$ cat src/rtl/req2apb_bridge.sv
// Bridges a single-outstanding core request/grant interface onto an APB master port.
// state  | meaning
// IDLE   | waiting for req_i; gnt_o follows req_i and the request is captured on grant
// SETUP  | psel_o high, penable_o low, one cycle
// ACCESS | psel_o and penable_o high until pready_i or timeout
// RESP   | bus released, one-cycle rvalid_o with registered rdata_o/err_o
module req2apb_bridge #(
  parameter int APB_ADDR_WIDTH = 32,
  parameter int APB_DATA_WIDTH = 32,
  parameter int TIMEOUT_CYCLES = 255
) (
  input  logic                      clk_i,
  input  logic                      rst_i,
  input  logic                      req_i,
  input  logic [APB_ADDR_WIDTH-1:0] addr_i,
  input  logic                      we_i,
  input  logic [3:0]                be_i,
  input  logic [APB_DATA_WIDTH-1:0] wdata_i,
  output logic                      gnt_o,
  output logic                      rvalid_o,
  output logic [APB_DATA_WIDTH-1:0] rdata_o,
  output logic                      err_o,
  output logic [APB_ADDR_WIDTH-1:0] paddr_o,
  output logic [APB_DATA_WIDTH-1:0] pwdata_o,
  output logic [3:0]                pstrb_o,
  output logic                      pwrite_o,
  output logic                      psel_o,
  output logic                      penable_o,
  input  logic [APB_DATA_WIDTH-1:0] prdata_i,
  input  logic                      pready_i,
  input  logic                      pslverr_i
);

  localparam int CLOG = $clog2(TIMEOUT_CYCLES + 1);
  localparam int CW   = (CLOG > 8) ? CLOG : 8;
  localparam logic [APB_ADDR_WIDTH-1:0] WORD_MASK = {{(APB_ADDR_WIDTH-2){1'b1}}, 2'b00};

  typedef enum logic [1:0] {IDLE, SETUP, ACCESS, RESP} state_t;

  state_t        state_q, state_d;
  logic [CW-1:0] cnt_q;
  logic          timeout_hit;

  // cnt_q holds the number of ACCESS cycles already spent waiting, so the
  // abort fires in the TIMEOUT_CYCLES-th ACCESS cycle.
  assign timeout_hit = (TIMEOUT_CYCLES != 0) && (cnt_q == CW'(TIMEOUT_CYCLES - 1));

  always_comb begin
    state_d = state_q;
    gnt_o   = 1'b0;
    case (state_q)
      IDLE: begin
        gnt_o = req_i;
        if (req_i) state_d = SETUP;
      end
      SETUP:  state_d = ACCESS;
      ACCESS: if (pready_i || timeout_hit) state_d = RESP;
      RESP:   state_d = IDLE;
      default: state_d = IDLE;
    endcase
  end

  always_ff @(posedge clk_i) begin
    if (rst_i) begin
      state_q   <= IDLE;
      cnt_q     <= '0;
      rvalid_o  <= 1'b0;
      rdata_o   <= '0;
      err_o     <= 1'b0;
      paddr_o   <= '0;
      pwdata_o  <= '0;
      pstrb_o   <= 4'h0;
      pwrite_o  <= 1'b0;
      psel_o    <= 1'b0;
      penable_o <= 1'b0;
    end else begin
      state_q   <= state_d;
      psel_o    <= (state_d == SETUP) || (state_d == ACCESS);
      penable_o <= (state_d == ACCESS);
      rvalid_o  <= (state_d == RESP);

      if (state_q == IDLE && req_i) begin
        paddr_o  <= addr_i & WORD_MASK;
        pwrite_o <= we_i;
        pwdata_o <= we_i ? wdata_i : '0;
        pstrb_o  <= we_i ? be_i : 4'h0;
      end

      if (state_q == ACCESS && state_d == ACCESS)
        cnt_q <= (cnt_q == {CW{1'b1}}) ? cnt_q : cnt_q + CW'(1);
      else
        cnt_q <= '0;

      // Normal completion wins over a timeout landing in the same cycle.
      if (state_q == ACCESS && pready_i) begin
        rdata_o <= pwrite_o ? '0 : prdata_i;
        err_o   <= pslverr_i;
      end else if (state_q == ACCESS && timeout_hit) begin
        rdata_o <= '0;
        err_o   <= 1'b1;
      end else begin
        rdata_o <= '0;
        err_o   <= 1'b0;
      end
    end
  end

endmodule

$ cat config.mk
export PLATFORM = sky130hd
export DESIGN_NAME = req2apb_bridge
export DESIGN_NICKNAME = d
export VERILOG_FILES = /design/src/rtl/req2apb_bridge.sv
export SDC_FILE = /design/constraint.sdc
export NUM_CORES = 1
export LEC_CHECK = 0
export CORE_MARGIN = 2
export CORE_UTILIZATION = 39
export DETAILED_ROUTE_END_ITERATION = 10
export MAX_ROUTING_LAYER = met4
export PLACE_DENSITY = 0.88
export SYNTH_ARGS = -nofsm -noshare
export SYNTH_HDL_FRONTEND = slang
export SYNTH_SLANG_ARGS = --single-unit
$ cat constraint.sdc
create_clock -name clk_i -period 1.8 [get_ports clk_i]
set_input_delay 0.18 -clock clk_i [delete_from_list [all_inputs] [get_ports clk_i]]
set_output_delay 0.18 -clock clk_i [all_outputs]
set_load 0.05 [all_outputs]
* After elaboration in Yosys (flattened, before gate mapping) *
Index checks and enable logic that the tools add are counted.
Widths: inputs -> output; s select.

storage, ports and cells
  register bits = 113
  latch bits = 0
  RAM bits = 0
  bits in read-only memories = 0
  input bits = 106
  output and inout bits = 106
  logic and storage cells = 39
  memories kept = 0

cells by class
  add/sub/neg operators = 1
  multiply operators = 0
  divide/modulo/power cells = 0
  $lt $le $gt $ge = 0
  eq/ne operators = 8
  shift-type cells = 0
  multiplexer cells = 8
  bitwise gates (word level) = 2
  reduce and logical (&&, ||, !) cells = 9

operators by type and width
  kind                 number
  $mux 32              1
  $eq 8x8->1 const B   2
  $add 8x1->8 const B  1
  $eq 2x2->1 const B   4
  $pmux 2 s4           1
  $eq 2x1->1 const B   2
  $logic_and 1x1->1    4
  $mux 2               2
  $mux 4               1
  $mux 1               3
  $reduce_or 3->1      1
  $logic_not 2->1      1
  $logic_or 1x1->1     2
  $not 1->1            2
  $reduce_or 2->1      1

* Longest topological paths before layout *
  depth after elaboration = 8
  gate-level depth with buffers = 8
  gate-level depth less buffers = 8

* Worst setup path after synthesis *
OpenSTA, ideal clock, no wires.

  path type = register to register
  start point = register cnt_q[0]
  end point = register cnt_q[0]
  library setup time = 79 ps
  data arrival time = 1537 ps
  required time = 1721 ps
  path slack = 184 ps
  stages on the path, launching flop included = 9
  path buffers = 0
  period minus slack after synthesis = 1616 ps
  path through = dfxtp_1 inv_1 ha_1 nand3_1 o21ai_1 a22oi_1 ha_1 nand3_1 nor3_1

on the way
  longest elaborated chain between the ends = 8
  elaborated cells between the ends (all ways) = 10
  those cells by class = add/sub: 1; eq/ne: 3; mux: 2; bitwise: 1; reduce/logical: 3

ends and longest elaborated chain
  item                       line  RTL
  from (decl)                41    logic [CW-1:0] cnt_q;
  from (signal assigned)     90    cnt_q <= (cnt_q == {CW{1'b1}}) ? cnt_q : cnt_q + CW'(1);
  $eq 8x8->1                 46    assign timeout_hit = (TIMEOUT_CYCLES != 0) && (cnt_q == CW'(TIMEOUT_CYCLES - 1));
  $logic_or 1x1->1           57    ACCESS: if (pready_i || timeout_hit) state_d = RESP;
  $mux 2                     57
  $pmux 2 s4                 51    case (state_q)
  $eq 2x2->1                 89    if (state_q == ACCESS && state_d == ACCESS)
  $logic_and 1x1->1          89
  $not 1->1 (no line)        -
  $reduce_or 2->1 (no line)  -

Parallel ways exist; a longest one is shown, timed or not.
A chain may end at the register's enable or synchronous reset.

* Worst setup path after layout *
  start point = register state_q[0]
  end point = output port gnt_o

on the way
  longest elaborated chain between the ends = 2

ends and longest elaborated chain
  item                    line  RTL
  from (decl)             40    state_t state_q, state_d;
  from (signal assigned)  77    state_q <= state_d;
  $logic_not 2->1         51
  $mux 1                  51
  to (decl)               19    output logic gnt_o,

No other way between the ends.

==> flow_summary.toml <==
[timing]
timing.final.ws_setup_ns = 0.0789
min_period_ns = 1.72
clock.fmax_mhz = 581
hold_viol_final = 0
maxSlewViolCount = 0
setup_viol = 0
setup_tns_ns = 0
fin_skew_ns = 0.00973
finalCritPeriodShare = 0.956
worst_pin_slew_ns = 0.537
slew_headroom = 0.643
hold_slack_ns = 0.180
rsz0062_at_grt = "false"

[routing]
drcViolationCount = 0
ant_nets = 0
dr.pass1.iters = 7
drt-initial-drc-count = 247
routedWlPerCell_um = 14.6
vias_per_cell = 4.93
vias = 3903
routed_wl_um = 11500

[critical_path]
cp-endpoint = "gnt_o"
cp.required_ns = 1.62
path_buf_inv = 3
cp_max_fo = 17
r2r_end = "cnt_q[6]"
arrival_ns = 1.54
start_kind = "flop"
crit_chain = "inv_2 > ha_1 > nand2_2 > inv_4 > buf_12"
crit_start = "state_q[0]"
cp_top_family = "buffers and inverters"
worstRegToRegCells = 7
endpoint_kind = "primary output"
worstSetupPathType = "flop to primary output"
crit_cells = 5
worstReg2RegStart = "state_q[0]"
rrSetupSlack_ns = 0.08
max_stage_delay_ns = 0.33
slowest_stage = "dfxtp_2"

[finish]
final_common_cell = "dfxtp_1"
final_cell_mix = "112 x dfxtp_1, 102 x clkdlybuf4s50_1, 102 x dlygate4sd2_1"
postLayoutCellArea_um2 = 6580
fin_util = 0.677
drive_gt1_frac = 0.0805
diodes = 0
nets = 760
syn2layout_area_growth_pct = 68.5

[logic_synthesis]
ys_ff_latch = 113
seq_area_frac_synth = 0.579
syn_inst = 440
netlist_area_um2 = 3910
synth_cell_type_count = 35
synth-warning-count = 0
avgSynthCellArea_um2 = 8.88

[placed_design]
hpwl_um = 8100
place_ws_ns = -0.106
place_congestion = 0.821
port_buffers = 207
dpl-instance-area_um2 = 6110

[worst_hold_path]
holdPathStages = 3
min_path_type = "primary input to flop"

[cts]
holdBufCountCts = 0
path_clk_slew_ns = 0.05
root_buffer = "clkbuf_8"
clkLatencyLatePin_ns = 0.50
clock_path_buffers = 2
cts_num_sinks = 113
cts_buffers = 17
tritoncts = "built"
h-tree-depth = 4

[status]
status = "finished, final reports clean"

[floorplan]
start_util = 0.401
dieWidth_um = 104
rows = 36
fp.dieH_um = 104
io_pins = 212
core_area_um2 = 9730
die_area_um2 = 10800

[pwr]
peakVddDrop_uv = 584
p_per_area_nw_per_um2 = 1140
p_leak_nw = 2.97

[grt]
grt_pass1_vias = 3819
antenna_found_initial = 0
grt_pass1_wl_um = 18100
grt_max_degree = 46
grt_util_all_layers = 0.218
overflow = 0

[job]
maxCapViolCount = 0
==> synthesized netlist by cell type <==
master / number / share of area
nor3_1: 6 / 0.0077
buf_4: 4 / 0.0077
and4_1: 1 / 0.0022
and3_1: 2 / 0.0032
o21ai_1: 1 / 0.0013
nor2_1: 2 / 0.0019
ha_1: 7 / 0.022
inv_1: 6 / 0.0058
nor2b_1: 5 / 0.0080
a32o_1: 1 / 0.0026
or3_1: 1 / 0.0016
clkbuf_2: 1 / 0.0013
conb_1: 1 / 0.00096
o21ai_0: 1 / 0.0013
nand4_2: 1 / 0.0032
clkbuf_1: 10 / 0.0096
a21oi_1: 71 / 0.091
nand3_1: 40 / 0.051
nand2_1: 101 / 0.097
and4bb_2: 1 / 0.0032
a211oi_1: 2 / 0.0038
dfxtp_1: 113 / 0.58
o31ai_1: 1 / 0.0019
nand4_1: 1 / 0.0016
a31oi_1: 3 / 0.0048
a22oi_1: 1 / 0.0019
buf_1: 6 / 0.0058
or2_0: 1 / 0.0016
inv_2: 1 / 0.00096
buf_2: 11 / 0.014
xnor2_1: 2 / 0.0045
or2_2: 1 / 0.0016
and2_1: 32 / 0.051
a22o_1: 1 / 0.0022
nor4_1: 1 / 0.0016
==> worst register-to-register path, delay by kind of cell, from the launching register on <==
family                     cells  cell delay [ns]
AOI/OAI and AO/OA              1             0.17
adders and majority gates      2             0.49
buffers and inverters          1             0.05
DFF                            1             0.34
and+or+nand+nor                3             0.57
==> how the worst min path moves through the flow <==
stage	startpoint	slack [ns]	end
2_1_floorplan	prdata_i[0]	0.30	rdata_o[0]
3_3_place_gp	pwdata_o[10]	0.44	pwdata_o[10]
3_5_place_dp	pwdata_o[9]	0.44	pwdata_o[9]
4_1_cts	rst_i	0.16	rvalid_o
5_1_grt	rst_i	0.18	paddr_o[13]
6_report	rst_i	0.18	rvalid_o
==> what timing repair did <==
| item | in CTS | in global routing |
|---|---|---|
| gates cloned | 1 | 0 |
| resized for setup | 105 | 6 |
| buffers inserted | 1 | 0 |
| endpoints found under the hold margin | 0 | 0 |
| setup endpoints to repair | 109 | 9 |
| pin swaps | 0 | 1 |
==> flip-flops by register name (all words and copies together), names as in the netlist <==
register	count
cnt_q	8
rdata_o	32
err_o	1
penable_o	1
psel_o	1
paddr_o	30
state_q	2
pwdata_o	32
pstrb_o	4
rvalid_o	1
pwrite_o	1
==> logic make-up (layout without fill, tap and decap cells) <==
kind of cell / after synthesis / in the layout / share of synthesized area
xor gates and xnor gates: 2 / 2 / 0.00449
other: 1 / 2 / 0.000960
buffers and inverters: 39 / 256 / 0.0452
DFF: 113 / 113 / 0.579
AOI/OAI and AO/OA: 82 / 82 / 0.111
and+or+nand+nor: 196 / 196 / 0.237
adders and majority gates: 7 / 7 / 0.0224
==> where the power goes <==
group	switching (mW)	internal, mW
clock	1.04	1.98
sequential	0.0762	2.68
combinational	1.14	0.611
total	2.26	5.28
==> cell type report <==
class | instances | area (um2)
clock buffers | 24 | 490
clock inverters | 6 | 55.1
fillers | 767 | 3150
inverters | 7 | 28.8
multi-input cells | 289 | 1500
flip-flops and latches | 113 | 2260
well taps | 133 | 166
repair buffers | 219 | 2080
==> metrics by stage <==
stage	cells	total power, mW
global placement	760	4.59
global route	791	7.84
detailed placement	760	4.63
finish	791	7.53
CTS	792	7.62
floorplan	441	3.89
==> per-layer routing <==
| layer | track usage | wire [um] |
|---|---|---|
| met1 | 0.242 | 4800 |
| met2 | 0.362 | 5600 |
| met3 | 0.0708 | 877 |
| met4 | 0.0898 | 261 |
| met5 | - | 0 |
Power figures use the tool's default switching activity.
